**src/rtl/i2s_pkg.sv**
```systemverilog
// Shared I2S framing constants and types for the master transmitter and related blocks.
package i2s_pkg;

  localparam int unsigned SAMPLE_W   = 24;
  localparam int unsigned SLOT_BITS  = 32;
  localparam int unsigned FRAME_BITS = 64;
  localparam int unsigned MSB_OFFSET = 1;
  localparam int unsigned POS_W      = $clog2(FRAME_BITS);

  typedef logic [SAMPLE_W-1:0] sample_t;
  typedef logic [POS_W-1:0]    pos_t;

  typedef struct packed {
    sample_t lft;
    sample_t rght;
  } frame_t;

  // True when position p carries a sample bit of the slot starting at base.
  function automatic logic in_slot(pos_t p, int unsigned base);
    return (32'(p) >= base + MSB_OFFSET) && (32'(p) < base + MSB_OFFSET + SAMPLE_W);
  endfunction

endpackage

```
**src/rtl/i2s_sclk_gen.sv**
```systemverilog
// Free-running I2S bit-clock generator: 2*SCLK_DIV clk per sclk period, with
// single-cycle rise/fall strobes asserted on the clk edge that moves sclk.
module i2s_sclk_gen #(
  parameter int unsigned SCLK_DIV = 16
) (
  input  logic clk,
  input  logic rst_n,
  output logic I2S_sclk,
  output logic rise_evt,
  output logic fall_evt
);

  localparam int unsigned CNT_W = $clog2(SCLK_DIV);
  localparam logic [CNT_W-1:0] CNT_LAST = CNT_W'(SCLK_DIV - 1);

  logic [CNT_W-1:0] div_q, div_d;
  logic             sclk_q, sclk_d;
  logic             tc;

  assign tc = (div_q == CNT_LAST);

  always_comb begin
    div_d  = div_q + 1'b1;
    sclk_d = sclk_q;
    if (tc) begin
      div_d  = '0;
      sclk_d = ~sclk_q;
    end
  end

  always_ff @(posedge clk or negedge rst_n) begin
    if (!rst_n) begin
      div_q  <= '0;
      sclk_q <= 1'b0;
    end else begin
      div_q  <= div_d;
      sclk_q <= sclk_d;
    end
  end

  assign I2S_sclk = sclk_q;
  assign rise_evt = tc & ~sclk_q;
  assign fall_evt = tc & sclk_q;

endmodule

```
**src/rtl/i2s_master_tx.sv**
```systemverilog
// I2S master transmitter (Philips format, 64 sclk/frame, 24-bit samples MSB-first).
// Optional underrun counter output undr_cnt enabled by I2S_TX_UNDERRUN_CNT_EN.
module i2s_master_tx
  import i2s_pkg::*;
#(
  parameter int unsigned SCLK_DIV = 16
) (
  input  logic                clk,
  input  logic                rst_n,
  input  logic [SAMPLE_W-1:0] lft_chnnl,
  input  logic [SAMPLE_W-1:0] rght_chnnl,
  input  logic                vld,
  output logic                I2S_sclk,
  output logic                I2S_ws,
  output logic                I2S_data,
  output logic                frm_req,
  output logic                undr
`ifdef I2S_TX_UNDERRUN_CNT_EN
  ,
  output logic [7:0]          undr_cnt
`endif
);

  localparam pos_t POS_LAST = pos_t'(FRAME_BITS - 1);

  logic    rise_evt, fall_evt;
  logic    load;
  pos_t    pos_q, pos_d;
  frame_t  hold_q, hold_d;
  logic    full_q, full_d;
  sample_t lft_shft_q, lft_shft_d;
  sample_t rght_shft_q, rght_shft_d;
  logic    ws_q, ws_d;
  logic    data_q, data_d;
  logic    frm_req_q, frm_req_d;
  logic    undr_q, undr_d;

  i2s_sclk_gen #(
    .SCLK_DIV(SCLK_DIV)
  ) u_sclk_gen (
    .clk     (clk),
    .rst_n   (rst_n),
    .I2S_sclk(I2S_sclk),
    .rise_evt(rise_evt),
    .fall_evt(fall_evt)
  );

  assign load = fall_evt && (pos_q == POS_LAST);

  always_comb begin
    pos_d       = pos_q;
    hold_d      = hold_q;
    full_d      = full_q;
    lft_shft_d  = lft_shft_q;
    rght_shft_d = rght_shft_q;
    ws_d        = ws_q;
    data_d      = data_q;
    frm_req_d   = 1'b0;
    undr_d      = 1'b0;

    if (fall_evt) begin
      pos_d  = pos_q + 1'b1;
      ws_d   = (32'(pos_d) >= SLOT_BITS);
      data_d = 1'b0;
      if (load) begin
        frm_req_d = 1'b1;
        undr_d    = ~full_q;
        if (full_q) begin
          lft_shft_d  = hold_q.lft;
          rght_shft_d = hold_q.rght;
          full_d      = 1'b0;
        end
      end else if (in_slot(pos_d, 0)) begin
        // Rotate rather than shift so an underrun frame can resend the same bits.
        data_d     = lft_shft_q[SAMPLE_W-1];
        lft_shft_d = {lft_shft_q[SAMPLE_W-2:0], lft_shft_q[SAMPLE_W-1]};
      end else if (in_slot(pos_d, SLOT_BITS)) begin
        data_d      = rght_shft_q[SAMPLE_W-1];
        rght_shft_d = {rght_shft_q[SAMPLE_W-2:0], rght_shft_q[SAMPLE_W-1]};
      end
    end

    // A strobe on the load edge lands after the load has taken the old contents.
    if (vld) begin
      hold_d.lft  = lft_chnnl;
      hold_d.rght = rght_chnnl;
      full_d      = 1'b1;
    end
  end

  always_ff @(posedge clk or negedge rst_n) begin
    if (!rst_n) begin
      pos_q       <= POS_LAST;
      hold_q      <= '0;
      full_q      <= 1'b0;
      lft_shft_q  <= '0;
      rght_shft_q <= '0;
      ws_q        <= 1'b1;
      data_q      <= 1'b0;
      frm_req_q   <= 1'b0;
      undr_q      <= 1'b0;
    end else begin
      pos_q       <= pos_d;
      hold_q      <= hold_d;
      full_q      <= full_d;
      lft_shft_q  <= lft_shft_d;
      rght_shft_q <= rght_shft_d;
      ws_q        <= ws_d;
      data_q      <= data_d;
      frm_req_q   <= frm_req_d;
      undr_q      <= undr_d;
    end
  end

  assign I2S_ws   = ws_q;
  assign I2S_data = data_q;
  assign frm_req  = frm_req_q;
  assign undr     = undr_q;

`ifdef I2S_TX_UNDERRUN_CNT_EN
  logic [7:0] undr_cnt_q, undr_cnt_d;

  // A clearing strobe coincident with an underrun load leaves the count at 1.
  always_comb begin
    undr_cnt_d = undr_cnt_q;
    if (vld && !full_q && (undr_cnt_q != 8'h00)) begin
      undr_cnt_d = 8'h00;
    end
    if (load && !full_q && (undr_cnt_d != 8'hFF)) begin
      undr_cnt_d = undr_cnt_d + 8'h01;
    end
  end

  always_ff @(posedge clk or negedge rst_n) begin
    if (!rst_n) begin
      undr_cnt_q <= 8'h00;
    end else begin
      undr_cnt_q <= undr_cnt_d;
    end
  end

  assign undr_cnt = undr_cnt_q;
`endif

  a_evt_excl: assert property (@(posedge clk) disable iff (!rst_n) !(rise_evt && fall_evt));

endmodule
```
**config.mk**
```make
export PLATFORM = sky130hd
export DESIGN_NAME = i2s_master_tx
export DESIGN_NICKNAME = d
export VERILOG_FILES = /design/src/rtl/i2s_pkg.sv /design/src/rtl/i2s_sclk_gen.sv /design/src/rtl/i2s_master_tx.sv
export SDC_FILE = /design/constraint.sdc
export NUM_CORES = 1
export LEC_CHECK = 0
export ABC_AREA = 1
export BUFFER_PORTS_ARGS = -buffer_cell sky130_fd_sc_hd__clkbuf_2
export CORE_MARGIN = 8
export CORE_UTILIZATION = 32
export CTS_BUF_LIST = sky130_fd_sc_hd__clkbuf_4 sky130_fd_sc_hd__clkbuf_8 sky130_fd_sc_hd__clkbuf_16
export DETAILED_ROUTE_END_ITERATION = 10
export GPL_TIMING_DRIVEN = 0
export MAX_ROUTING_LAYER = met4
export PLACE_DENSITY = 0.61
export SETUP_SLACK_MARGIN = 0.1
export SYNTH_ARGS = -nofsm -noshare
export SYNTH_HDL_FRONTEND = slang
export SYNTH_SLANG_ARGS = --single-unit
```
**constraint.sdc**
```tcl
create_clock -name clk -period 2.2 [get_ports clk]
set_input_delay 0.44 -clock clk [delete_from_list [all_inputs] [get_ports clk]]
set_output_delay 0.44 -clock clk [all_outputs]
set_load 0.005 [all_outputs]
```
==> impl_metrics.py <==
metrics = {
    "clock_network": {
        "cts_tree": "done",
        "cts_inserted_buffers": 9,
        "cts.sinks": 111,
        "clockBufferDepth": 2,
        "clk_latency_ns": 0.35,
        "cts-hold-fix-buffers": 0,
        "cts_htree_levels": 3,
        "clkTransAtPathRegs_ns": 0.07,
        "cts-root-buf": "clkbuf_16",
    },
    "synth": {
        "synth_top_area_share_pct": 52.2,
        "synth_cell_types": 24,
        "yosysWarnings": 0,
        "syn_nets": 659,
        "syn_area_um2": 5030,
        "syn_area_per_cell_um2": 8.31,
        "ys_top_cells_by_area": "dfrtp_1, nand2_1, o21ai_0, nand3_1, inv_1",
        "yosys.area.top_type": "dfrtp_1",
        "synthCells": 605,
        "ys_ff_latch": 111,
        "yosysSeqAreaShare_pct": 55.4,
    },
    "status": {
        "status": "completed",
    },
    "route": {
        "num_vias": 3942,
        "ant_nets": 0,
        "post-route-drc-count": 0,
        "drt-total-wl_um": 11200,
        "drt_iter0_markers": 315,
        "vias_per_cell": 4.42,
        "drtPass1Iterations": 4,
        "wl_per_cell_um": 12.5,
    },
    "finish": {
        "layout-area-overhead-vs-synth_pct": 18.1,
        "nets": 725,
        "nFillCells": 1628,
        "fin_util_pct": 38.1,
        "diodes": 0,
        "mostFrequentLayoutCells": "nand2_1, dfrtp_1, o21ai_0",
        "layout_commonest_cell": "nand2_1",
        "final_cells": 892,
        "final_cell_area_um2": 5940,
        "drive_gt1_share_pct": 18.0,
    },
    "die": {
        "core-area_um2": 15600,
        "die_w_um": 141,
        "num_rows": 46,
        "start_util_pct": 32.2,
        "dieArea_um2": 20000,
        "ioPinCount": 56,
        "die_y_um": 141,
    },
    "timing": {
        "fin_ws_ns": 0.239,
        "rsz0062_at_grt": "false",
        "period_share_pct": 89.1,
        "slew_headroom_pct": 40.2,
        "hold_violations": 0,
        "skew_ns": 0.00658,
        "setup_viol_count_final": 0,
        "slew_viol_final": 0,
        "tightest_slew_ns": 0.897,
        "fmax_ghz": 0.510,
        "period_minus_slack_ns": 1.96,
    },
    "global_route": {
        "grt_max_degree": 112,
        "grt_pass1_wl_um": 19400,
        "gr-usage-all-layers_pct": 12.2,
        "grt_overflow": 0,
        "global_route.usage.met3_pct": 1.85,
        "use_met2_pct": 17.9,
        "grt_pass1_vias": 3935,
        "top_usage_layer": "met2",
        "antenna_found_initial": 0,
        "met1_usage_pct": 16.8,
    },
    "worst_setup_path": {
        "setup.worst_path.class": "flop to flop",
        "crit_family": "simple AND/OR/NAND/NOR gates",
        "worst_ep_required_time_ns": 2.44,
        "cp-start-kind": "flop",
        "arrival_ns": 2.21,
        "path_max_fanout": 10,
        "max_stage_delay_ns": 0.59,
        "crit_top_cell": "nand2_2",
        "slowest_stage": "dfstp_2",
        "path_buf_inv": 3,
        "crit_path_cell_trace": "ha_4 -> nand2_2 -> inv_2 -> nand2_2 -> nor2_4 -> nand2_4 -> buf_8 -> nand2_2 -> nand2_4 -> buf_4 -> nand2_1 -> nand2_1",
        "cp-end-kind": "flop",
    },
    "placement": {
        "placed_cells": 875,
        "place_congestion": 0.801,
        "dp_hpwl_um": 7740,
        "placed_cell_area_um2": 5580,
        "io_buffer_count": 54,
        "dp_slack_ns": -0.0388,
    },
    "job": {
        "max_cap_violations": 0,
    },
    "power": {
        "power_leakage_nw": 3.04,
        "vdd_ir_drop_max_mv": 0.357,
        "p_per_area_nw_per_um2": 675,
    },
    "worst_hold_path": {
        "hold_path.class": "input pin to asynchronous set/reset pin",
    },
}
[Yosys cell counts]
cell type and number:
dfrtp_1 105, o21ai_0 81, xnor2_1 2, buf_4 3, inv_1 57, ha_1 3
nor2_4 3, inv_4 1, o21ai_1 20, clkbuf_2 1, or2_2 1, nor2_1 6
clkbuf_1 13, buf_6 6, a21o_1 1, nand3_1 57, nand4_1 3, dfstp_2 6
nand2_1 212, buf_2 12, inv_2 3, nand2_4 4, nand2_2 4, xor2_1 1
[layer usage]
layer	vias up	part of all wire [%]
met5	-	0
li1	2038	-
met3	15	2.5
met2	59	43
met4	0	1.9
met1	1830	52
[worst reg2reg max path, delay by kind of cell (launching register included)]
| family | cells | cell delay [ns] |
|---|---|---|
| and+or+nand+nor | 8 | 0.71 |
| DFF | 1 | 0.59 |
| buffers and inverters | 3 | 0.39 |
| adders and majority gates | 1 | 0.16 |
[stage by stage]
stage,setup TNS (ns),hold WS [ns],total power (W)
2_1_floorplan,0,0.144,0.00227
3_3_place_gp,-102.55,0.454,0.00240
3_5_place_dp,-0.0729,0.459,0.00241
4_1_cts,0,0.262,0.00404
5_1_grt,0,0.274,0.00416
6_report,0,0.162,0.00401
[where the power goes]
group          internal [W]  leakage, nW  switching, W
logic             0.0000714         1.47      0.000148
clock network      0.000895        0.146      0.000756
registers           0.00212         1.43     0.0000181
total               0.00308         3.04      0.000923
[cell type report]
| type | instances | area, um^2 | share of cell area (%) |
|---|---|---|---|
| sequential | 111 | 2790 | 46.9 |
| timing repair buffer | 55 | 287 | 4.83 |
| clock inverter | 6 | 61.3 | 1.03 |
| inverter | 61 | 231 | 3.90 |
| tap | 216 | 270 | 4.55 |
| clock buffer | 10 | 233 | 3.92 |
| buffer | 35 | 223 | 3.75 |
| multi-input combinational | 398 | 1850 | 31.1 |
[state kept, by name, summed over array words and instances, names as in the netlist]
register	flops
u_sclk_gen.I2S_sclk	1
u_sclk_gen.div_q	4
rght_shft_q	24
full_q	1
undr	1
pos_q	6
hold_q	48
lft_shft_q	24
frm_req	1
I2S_data	1
[final timing paths]
kind / start / endpoint / slack (ns) / depth (start not counted)
worst min-delay path: rst_n / hold_q[12] / 0.16 / 1
worst max-delay path: pos_q[0] / lft_shft_q[16] / 0.24 / 12
max in group asynchronous: rst_n / lft_shft_q[11] / 1.38 / 1
worst min register to register: lft_shft_q[8] / lft_shft_q[8] / 0.47 / 2
min in group clk: rght_chnnl[22] / hold_q[22] / 0.29 / 3
worst max register to register: pos_q[0] / lft_shft_q[16] / 0.24 / 12
[cells by family after synthesis]
kind of cell / synth area share (%)
flops: 55.4
fa+ha+maj: 0.746
simple gates: 24.5
xor+xnor: 0.522
compound gates: 10.2
buf+inv: 8.66
[repair_timing]
item                                    in CTS  in global routing
buffers inserted                             0                  1
gates resized for setup                      0                 18
hold endpoints to repair                     0                  0
endpoints found under the setup margin       0                 48
(Power assumes the default switching activity.)
